==> src/rtl/spi_master_gen.sv <==
// spi_master_gen: parametrised SPI master for register-map access.
// Shifts {header, address, data} MSB-first on mosi and returns the last
// DATA_W miso bits on rx_data. Runtime CPOL/CPHA and clock divide,
// one-hot-low chip selects, CS setup/hold timing and an inter-frame gap.
// Ports:
//   clk, reset                    system clock, async active-high reset
//   start, ready, busy, done      request handshake
//   sel_err                       pulse when start names a missing slave
//   cpol, cpha, div, cs_sel, tx_* frame configuration, latched at start
//   rx_data                       payload captured by the last frame
//   sclk, cs_n, mosi, miso        SPI pins
module spi_master_gen #(
  parameter int unsigned HDR_W    = 2,
  parameter int unsigned ADDR_W   = 7,
  parameter int unsigned DATA_W   = 8,
  parameter int unsigned NUM_CS   = 3,
  parameter int unsigned CS_IDX_W = 2,
  parameter int unsigned DIV_W    = 8,
  parameter int unsigned CS_SETUP = 2,
  parameter int unsigned CS_HOLD  = 2,
  parameter int unsigned GAP      = 4
) (
  input  logic                clk,
  input  logic                reset,
  input  logic                start,
  input  logic                cpol,
  input  logic                cpha,
  input  logic [DIV_W-1:0]    div,
  input  logic [CS_IDX_W-1:0] cs_sel,
  input  logic [HDR_W-1:0]    tx_header,
  input  logic [ADDR_W-1:0]   tx_addr,
  input  logic [DATA_W-1:0]   tx_data,
  output logic [DATA_W-1:0]   rx_data,
  output logic                ready,
  output logic                busy,
  output logic                done,
  output logic                sel_err,
  output logic                sclk,
  output logic [NUM_CS-1:0]   cs_n,
  output logic                mosi,
  input  logic                miso
);

  localparam int unsigned PKT     = HDR_W + ADDR_W + DATA_W;
  localparam int unsigned EDGES   = 2 * PKT;
  localparam int unsigned ECNT_W  = $clog2(EDGES + 1);
  localparam int unsigned TMR_MAX = (CS_SETUP > CS_HOLD) ?
                                    ((CS_SETUP > GAP) ? CS_SETUP : GAP) :
                                    ((CS_HOLD > GAP) ? CS_HOLD : GAP);
  localparam int unsigned TMR_W   = (TMR_MAX < 2) ? 1 : $clog2(TMR_MAX);

  typedef enum logic [2:0] {
    S_IDLE, S_SETUP, S_XFER, S_HOLD, S_DONE, S_GAP
  } state_t;

  state_t              state;
  logic [PKT-1:0]      tx_shift;
  logic [DATA_W-1:0]   rx_shift;
  logic [DIV_W-1:0]    div_q;
  logic [DIV_W-1:0]    hcnt;
  logic [ECNT_W-1:0]   edge_cnt;
  logic [TMR_W-1:0]    tmr;
  logic                cpol_q;
  logic                cpha_q;

  // edge_cnt holds the number of edges already produced, so the edge about
  // to be produced is edge_cnt+1; its bit index is edge_cnt>>1 in both modes.
  logic half_wrap_c;
  logic last_edge_c;
  logic sample_c;
  logic shift_c;
  logic in_payload_c;

  assign half_wrap_c  = (hcnt == DIV_W'(div_q - DIV_W'(1)));
  assign last_edge_c  = (edge_cnt == ECNT_W'(EDGES - 1));
  assign sample_c     = cpha_q ? edge_cnt[0] : ~edge_cnt[0];
  assign shift_c      = cpha_q ? (~edge_cnt[0] && (edge_cnt != '0))
                               : (edge_cnt[0] && !last_edge_c);
  assign in_payload_c = ((edge_cnt >> 1) >= ECNT_W'(PKT - DATA_W));

  // mosi comes straight from the MSB flop of the shift register
  assign mosi = tx_shift[PKT-1];

  // Frame sequencer: setup, 2*PKT sclk edges, hold, done, inter-frame gap
  always_ff @(posedge clk or posedge reset) begin
    if (reset) begin
      state    <= S_IDLE;
      tx_shift <= '0;
      rx_shift <= '0;
      rx_data  <= '0;
      div_q    <= DIV_W'(1);
      hcnt     <= '0;
      edge_cnt <= '0;
      tmr      <= '0;
      cpol_q   <= 1'b0;
      cpha_q   <= 1'b0;
      ready    <= 1'b1;
      busy     <= 1'b0;
      done     <= 1'b0;
      sel_err  <= 1'b0;
      sclk     <= 1'b0;
      cs_n     <= '1;
    end else begin
      done    <= 1'b0;
      sel_err <= 1'b0;
      case (state)
        S_IDLE: begin
          if (start) begin
            if (32'(cs_sel) < NUM_CS) begin
              state    <= S_SETUP;
              ready    <= 1'b0;
              busy     <= 1'b1;
              cs_n     <= ~(NUM_CS'(1) << cs_sel);
              sclk     <= cpol;
              cpol_q   <= cpol;
              cpha_q   <= cpha;
              div_q    <= (div == '0) ? DIV_W'(1) : div;
              tx_shift <= {tx_header, tx_addr, tx_data};
              rx_shift <= '0;
              tmr      <= TMR_W'(CS_SETUP - 1);
            end else begin
              sel_err <= 1'b1;
            end
          end
        end
        S_SETUP: begin
          if (tmr == '0) begin
            state    <= S_XFER;
            hcnt     <= '0;
            edge_cnt <= '0;
          end else begin
            tmr <= tmr - TMR_W'(1);
          end
        end
        S_XFER: begin
          if (half_wrap_c) begin
            hcnt     <= '0;
            sclk     <= ~sclk;
            edge_cnt <= edge_cnt + ECNT_W'(1);
            if (sample_c && in_payload_c)
              rx_shift <= {rx_shift[DATA_W-2:0], miso};
            if (shift_c)
              tx_shift <= {tx_shift[PKT-2:0], 1'b0};
            if (last_edge_c) begin
              state <= S_HOLD;
              tmr   <= TMR_W'(CS_HOLD - 1);
            end
          end else begin
            hcnt <= hcnt + DIV_W'(1);
          end
        end
        S_HOLD: begin
          sclk <= cpol_q;
          if (tmr == '0) begin
            state    <= S_DONE;
            done     <= 1'b1;
            busy     <= 1'b0;
            cs_n     <= '1;
            rx_data  <= rx_shift;
            tx_shift <= '0;
          end else begin
            tmr <= tmr - TMR_W'(1);
          end
        end
        S_DONE: begin
          if (GAP == 0) begin
            state <= S_IDLE;
            ready <= 1'b1;
          end else begin
            state <= S_GAP;
            tmr   <= TMR_W'(GAP - 1);
          end
        end
        S_GAP: begin
          if (tmr == '0) begin
            state <= S_IDLE;
            ready <= 1'b1;
          end else begin
            tmr <= tmr - TMR_W'(1);
          end
        end
        default: state <= S_IDLE;
      endcase
    end
  end

endmodule

==> config.mk <==
export PLATFORM = sky130hd
export DESIGN_NAME = spi_master_gen
export DESIGN_NICKNAME = d
export VERILOG_FILES = /design/src/rtl/spi_master_gen.sv
export SDC_FILE = /design/constraint.sdc
export NUM_CORES = 1
export LEC_CHECK = 0
export ABC_CLOCK_PERIOD_IN_PS = 4000
export BUFFER_PORTS_ARGS = -buffer_cell sky130_fd_sc_hd__buf_2
export CAP_MARGIN = 5
export CORE_AREA = 2 2 92 94
export DETAILED_ROUTE_END_ITERATION = 16
export DIE_AREA = 0 0 94 96
export PLACE_DENSITY = 0.62
export SLEW_MARGIN = 20
export SYNTH_ARGS = -nofsm -noshare
export SYNTH_HDL_FRONTEND = slang
export SYNTH_SLANG_ARGS = --single-unit
export TNS_END_PERCENT = 50
==> constraint.sdc <==
create_clock -name clk -period 4 [get_ports clk]
set_clock_uncertainty 0.2 [all_clocks]
set_input_delay 0.6 -clock clk [delete_from_list [all_inputs] [get_ports clk]]
set_output_delay 0.6 -clock clk [all_outputs]
set_load 0.1 [all_outputs]
# Yosys cells after proc, flatten, opt, wreduce, memory -nomap -nowiden
# Cells that the tools add are included.
dict set report op_classes {
  reduce_logical 26
  n_shift 1
  bitwise 3
  eq_ne 17
  n_mul 0
  addsub 4
  div 0
  n_mux 55
  magnitude_cmp 2
}
# op count
set ops {}
lappend ops {{17-bit 2-to-1 mux} 5}
lappend ops {{8-bit 2-to-1 mux} 7}
lappend ops {{17-bit case mux with 3 select lines} 1}
lappend ops {{8-bit case mux with 2 select lines} 2}
lappend ops {{3-bit 2-to-1 mux} 10}
lappend ops {{2-bit inequality test (second input constant)} 10}
lappend ops {{3-bit case mux with 6 select lines} 1}
lappend ops {{1-bit 2-to-1 mux} 16}
lappend ops {{6-bit 2-to-1 mux} 2}
lappend ops {{6-bit case mux with 2 select lines} 1}
lappend ops {{4-bit AND reduction} 3}
lappend ops {{6-bit AND reduction} 2}
lappend ops {{2-bit 2-to-1 mux} 5}
lappend ops {{8-bit by 1-bit adder with 8-bit output (second input constant)} 1}
lappend ops {{8-bit == test} 1}
lappend ops {{8-bit logical NOT} 1}
lappend ops {{2-bit case mux with 4 select lines} 1}
lappend ops {{2-bit nonzero test} 4}
lappend ops {{8-bit by 1-bit subtractor with 8-bit output (second input constant)} 1}
lappend ops {{7-bit AND reduction} 1}
lappend ops {{6-bit by 1-bit adder with 6-bit output (second input constant)} 1}
lappend ops {{3-bit by 2-bit == test with 1-bit output (second input constant)} 2}
lappend ops {{3-bit == test (second input constant)} 2}
lappend ops {{6-bit == test (second input constant)} 1}
lappend ops {{21 further kinds} 27}
dict set report totals {
  latchBits 0
  memories 0
  mem_bits_rw 0
  romBits 0
  reg_bits 70
  elab_cells 124
}

# Logic depth before layout (Yosys ltp)
dict set report depth {
  word_depth 7
  depth_mapped 9
  ltp_nobuf 8
}

# Least setup slack after synthesis
# Ideal clock, no wire load.
dict set report synth_path {
  kind {flip-flop to flip-flop}
  from {register div_q[0]}
  to {register tx_shift[10]}
  path_stages_with_launch 10
  t_arrival_ns 2.815
  setup_ns 0.125
  path_slack_ns 0.860
  synth_period_minus_slack_ns 3.140
  required_time_ns 3.675
  path_cell_list {dfstp_2 inv_1 ha_1 nor2b_1 or3_1 a31oi_1 a31oi_4 nor3_4 buf_6 mux2_2}
}
dict set report synth_via {
  elab_chain_cells 4
}
# item line_no
set synth_rtl {}
lappend synth_rtl {{start, declared} 59} ;# logic [DIV_W-1:0] div_q;
lappend synth_rtl {{start signal, assigned} 117} ;# div_q <= (div == '0) ? DIV_W'(1) : div;
lappend synth_rtl {{8-bit by 1-bit subtractor with 8-bit output} 74} ;# assign half_wrap_c = (hcnt == DIV_W'(div_q - DIV_W'(1)));
lappend synth_rtl {{8-bit == test} 74}
lappend synth_rtl {{2-bit inequality test (no line)} -}
lappend synth_rtl {{6-bit AND reduction (no line)} -}
lappend synth_rtl {{end signal, assigned} 118} ;# tx_shift <= {tx_header, tx_addr, tx_data};
lappend synth_rtl {{end signal, assigned} 143} ;# tx_shift <= {tx_shift[PKT-2:0], 1'b0};
lappend synth_rtl {{end, declared} 57} ;# logic [PKT-1:0] tx_shift;
# Every way passes these cells.
# A chain may end at the register's enable or synchronous reset.

# Worst setup path in the final report
dict set report layout_path {
  from {register div_q[0]}
  to {register tx_shift[5]}
}
# Same word-level chain as after synthesis.

==> results.sh <==
export IMPL_ys_ff_latch=70
export IMPL_min_period_ns=3.34
export IMPL_setup_viol=0
export IMPL_ys_warn_count=0
export IMPL_numPortBuffers=49
export IMPL_synth_cell_types=43
export IMPL_wl_per_cell_um=13.9
export IMPL_fin_crit_sh=0.835
export IMPL_cp_cell_sequence="inv_1 -> ha_1 -> nor2b_1 -> or3_1 -> a31oi_1 -> a31oi_4 -> nor3_4 -> buf_4 -> mux2_2"
export IMPL_cts_tree="built"
export IMPL_syn_num_nets=387
export IMPL_ys_seq_area_frac=0.497
export IMPL_multi_input_area_sq_um=1670
export IMPL_globalplace_congestion=0.899
export IMPL_cp_depth=9
export IMPL_cp_slowest_stage_delay_ns=0.59
export IMPL_fill_cells=759
export IMPL_wirelength_um=7060
export IMPL_rr_endpoint="tx_shift[5]"
export IMPL_grt_pass1_vias=2636
export IMPL_hold_buffers=0
export IMPL_finalPower_w=0.00356
export IMPL_nets=438
export IMPL_ant_nets=0
export IMPL_syn_cell_area_sq_um=3540
export IMPL_syn_avg_cell_area_sq_um=10.2
export IMPL_grt_pass1_wl_um=12300
export IMPL_place_inst=493
export IMPL_rows=33
export IMPL_cp_num_buf_inv=2
export IMPL_die_area_sq_um=9020
export IMPL_worstPathRequired_ns=4.02
export IMPL_max_freq_mhz=299
export IMPL_area_delta_synth_final_pct=17.2
export IMPL_design_core_area_sq_um=8050
export IMPL_layoutNonFillerInstCount=509
export IMPL_netlist_instances=348
export IMPL_start_util=0.439
export IMPL_placed_cell_area_sq_um=3900
export IMPL_clock_path_buffers=2
export IMPL_dr_total_vias=2709
export IMPL_status="finished, final reports clean"
export IMPL_vdd_ir_drop_max_mv=0.393
export IMPL_cp_start_kind="flip-flop"
export IMPL_whs_ns=0.159
export IMPL_post_cts_setup_buffer_count=0
export IMPL_clk_latency_ns=0.34
export IMPL_cts_resized=0
export IMPL_drt_iter0_drc=83
export IMPL_cts_buffers=9
export IMPL_cts_root_buf="clkbuf_8"
export IMPL_die_x_um=94
export IMPL_drc=0
export IMPL_io_pins=50
export IMPL_tightest_slew_ns=0.651
export IMPL_reg2reg_slack_ns=0.66
export IMPL_grt_ovfl_total=0
export IMPL_hold_viol=0
export IMPL_r2r_cells=9
export IMPL_grt_max_degree=54
export IMPL_synthFlopType="dfrtp_1"
export IMPL_layout_drive_gt1_share=0.277
export IMPL_n_antenna_cell=0
export IMPL_dr_pass1_iters=4
export IMPL_synthArstFlopShare=1.00
export IMPL_cap_viol_max_count=0
export IMPL_worstSetupEndpointType="flip-flop"
export IMPL_tns_ns=0
export IMPL_grt_use_total=0.172
export IMPL_hp_class="in -> async"
export IMPL_maxSlewViolCount=0
export IMPL_post_route_cell_area_sq_um=4140
export IMPL_crit_family="compound AO/OA/AOI/OAI gates"
export IMPL_critPathSlowestCell="dfstp_2"
export IMPL_htree_levels=3
export IMPL_leakage_nw=1.92
export IMPL_antenna_found_initial=0
export IMPL_synth_edf_count=0
export IMPL_cp_max_fo=17
export IMPL_cp_arrival_ns=3.36
export IMPL_reg2reg_from="div_q[0]"
export IMPL_dpl_hpwl_um=5030
export IMPL_crit_type="reg -> reg"
export IMPL_die_h_um=96
export IMPL_seq_area_sq_um=1760
export IMPL_rsz0062_at_grt="no"
export IMPL_powerDensity_nw_per_um2=859
export IMPL_clkTransAtPathRegs_ns=0.08
export IMPL_vias_per_cell=5.32
export IMPL_maxSlewHeadroom=0.566
export IMPL_cts_sinks=70
[registers in the layout, indices dropped and copies added, names as in the netlist, 2 cells and up]
name / count
rx_shift: 8
rx_data: 8
hcnt: 8
div_q: 8
state: 3
tx_shift: 17
tmr: 2
edge_cnt: 6
cs_n: 3
[worst reg2reg max path, cell delays in order, from the launching register on]
cell     delay [ns]
dfstp_2        0.59
inv_1          0.08
ha_1           0.26
nor2b_1        0.15
or3_1          0.34
a31oi_1        0.46
a31oi_4        0.28
nor3_4         0.23
buf_4          0.26
mux2_2         0.37
[area by class of cell]
class | instances | share of cell area
flip-flops and latches | 70 | 0.424
multi-input cells | 251 | 0.404
repair buffers | 55 | 0.0700
well taps | 105 | 0.0317
clock buffers | 9 | 0.0299
clock inverters | 7 | 0.0290
inverters | 12 | 0.0115
[cell usage in the layout, fill, tap and decap left out, drive strengths merged, types with 6 or more instances in the layout]
master  instances
mux2i           8
clkbuf          9
buf            55
nor2           16
mux2           26
a31oi           6
dfrtp          65
a21oi          15
ha              6
a22o           16
nand2          64
nor3            7
nand3          11
inv            14
xnor2           9
o21ai          14
[report_power, final]
group	leakage, nW	switching [W]	internal [W]
logic	0.908	0.00109	0.000593
clock network	0.120	0.000275	0.000417
registers	0.894	0.000216	0.000971
[worst max path at each step]
stage / start / endpoint / slack (ns)
final: div_q[0] / tx_shift[5] / 0.66
after detailed placement: div_q[0] / tx_shift[5] / 0.68
after global routing: div_q[0] / tx_shift[4] / 0.45
after global placement: div_q[0] / tx_shift[5] / 0.80
after CTS: div_q[0] / tx_shift[5] / 0.65
after floorplan: div_q[0] / tx_shift[10] / 0.86
[per-stage QoR]
step | util | setup slack, ns
2_1_floorplan | - | 0.860
6_report | 0.515 | 0.661
5_1_grt | 0.515 | 0.453
4_1_cts | 0.515 | 0.646
3_3_place_gp | 0.484 | 0.797
3_5_place_dp | 0.484 | 0.684
[metal layers]
layer / track usage / vias to the layer above / wire (um)
met3: 0.0384 / 5 / 238
met5: 0 / - / 0
li1: - / 1339 / -
met2: 0.281 / 48 / 3370
met4: 0.0543 / 0 / 78
met1: 0.230 / 1317 / 3370
[Yosys cell counts (3+ instances only)]
library cell | instances | area [sq um]
nor2b_1 | 3 | 18.8
and4_1 | 3 | 26.3
xor2_1 | 3 | 26.3
nand2b_1 | 4 | 25.0
ha_1 | 6 | 75.1
dfrtp_1 | 65 | 1630
o31ai_1 | 4 | 30.0
nand2_1 | 64 | 240
dfstp_2 | 5 | 131
mux2i_1 | 8 | 80.1
or3_1 | 5 | 31.3
a22o_1 | 16 | 140
mux2_2 | 26 | 293
clkbuf_1 | 14 | 52.6
nand3_1 | 11 | 55.1
inv_1 | 12 | 45.0
nor2_1 | 16 | 60.1
nor4_1 | 3 | 18.8
a31oi_1 | 5 | 31.3
nand4_1 | 5 | 31.3
xnor2_1 | 9 | 78.8
o21ai_0 | 14 | 70.1
nor3_1 | 6 | 30.0
a21oi_1 | 15 | 75.1
or2_2 | 3 | 18.8
[cell families after synthesis]
kind of cell,share of synthesized area
and+or+nand+nor,0.186
DFF,0.497
AOI/OAI and AO/OA,0.130
muxes,0.105
buffers and inverters,0.0308
xor gates and xnor gates,0.0297
adders and majority gates,0.0212
(Power assumes the default switching activity.)
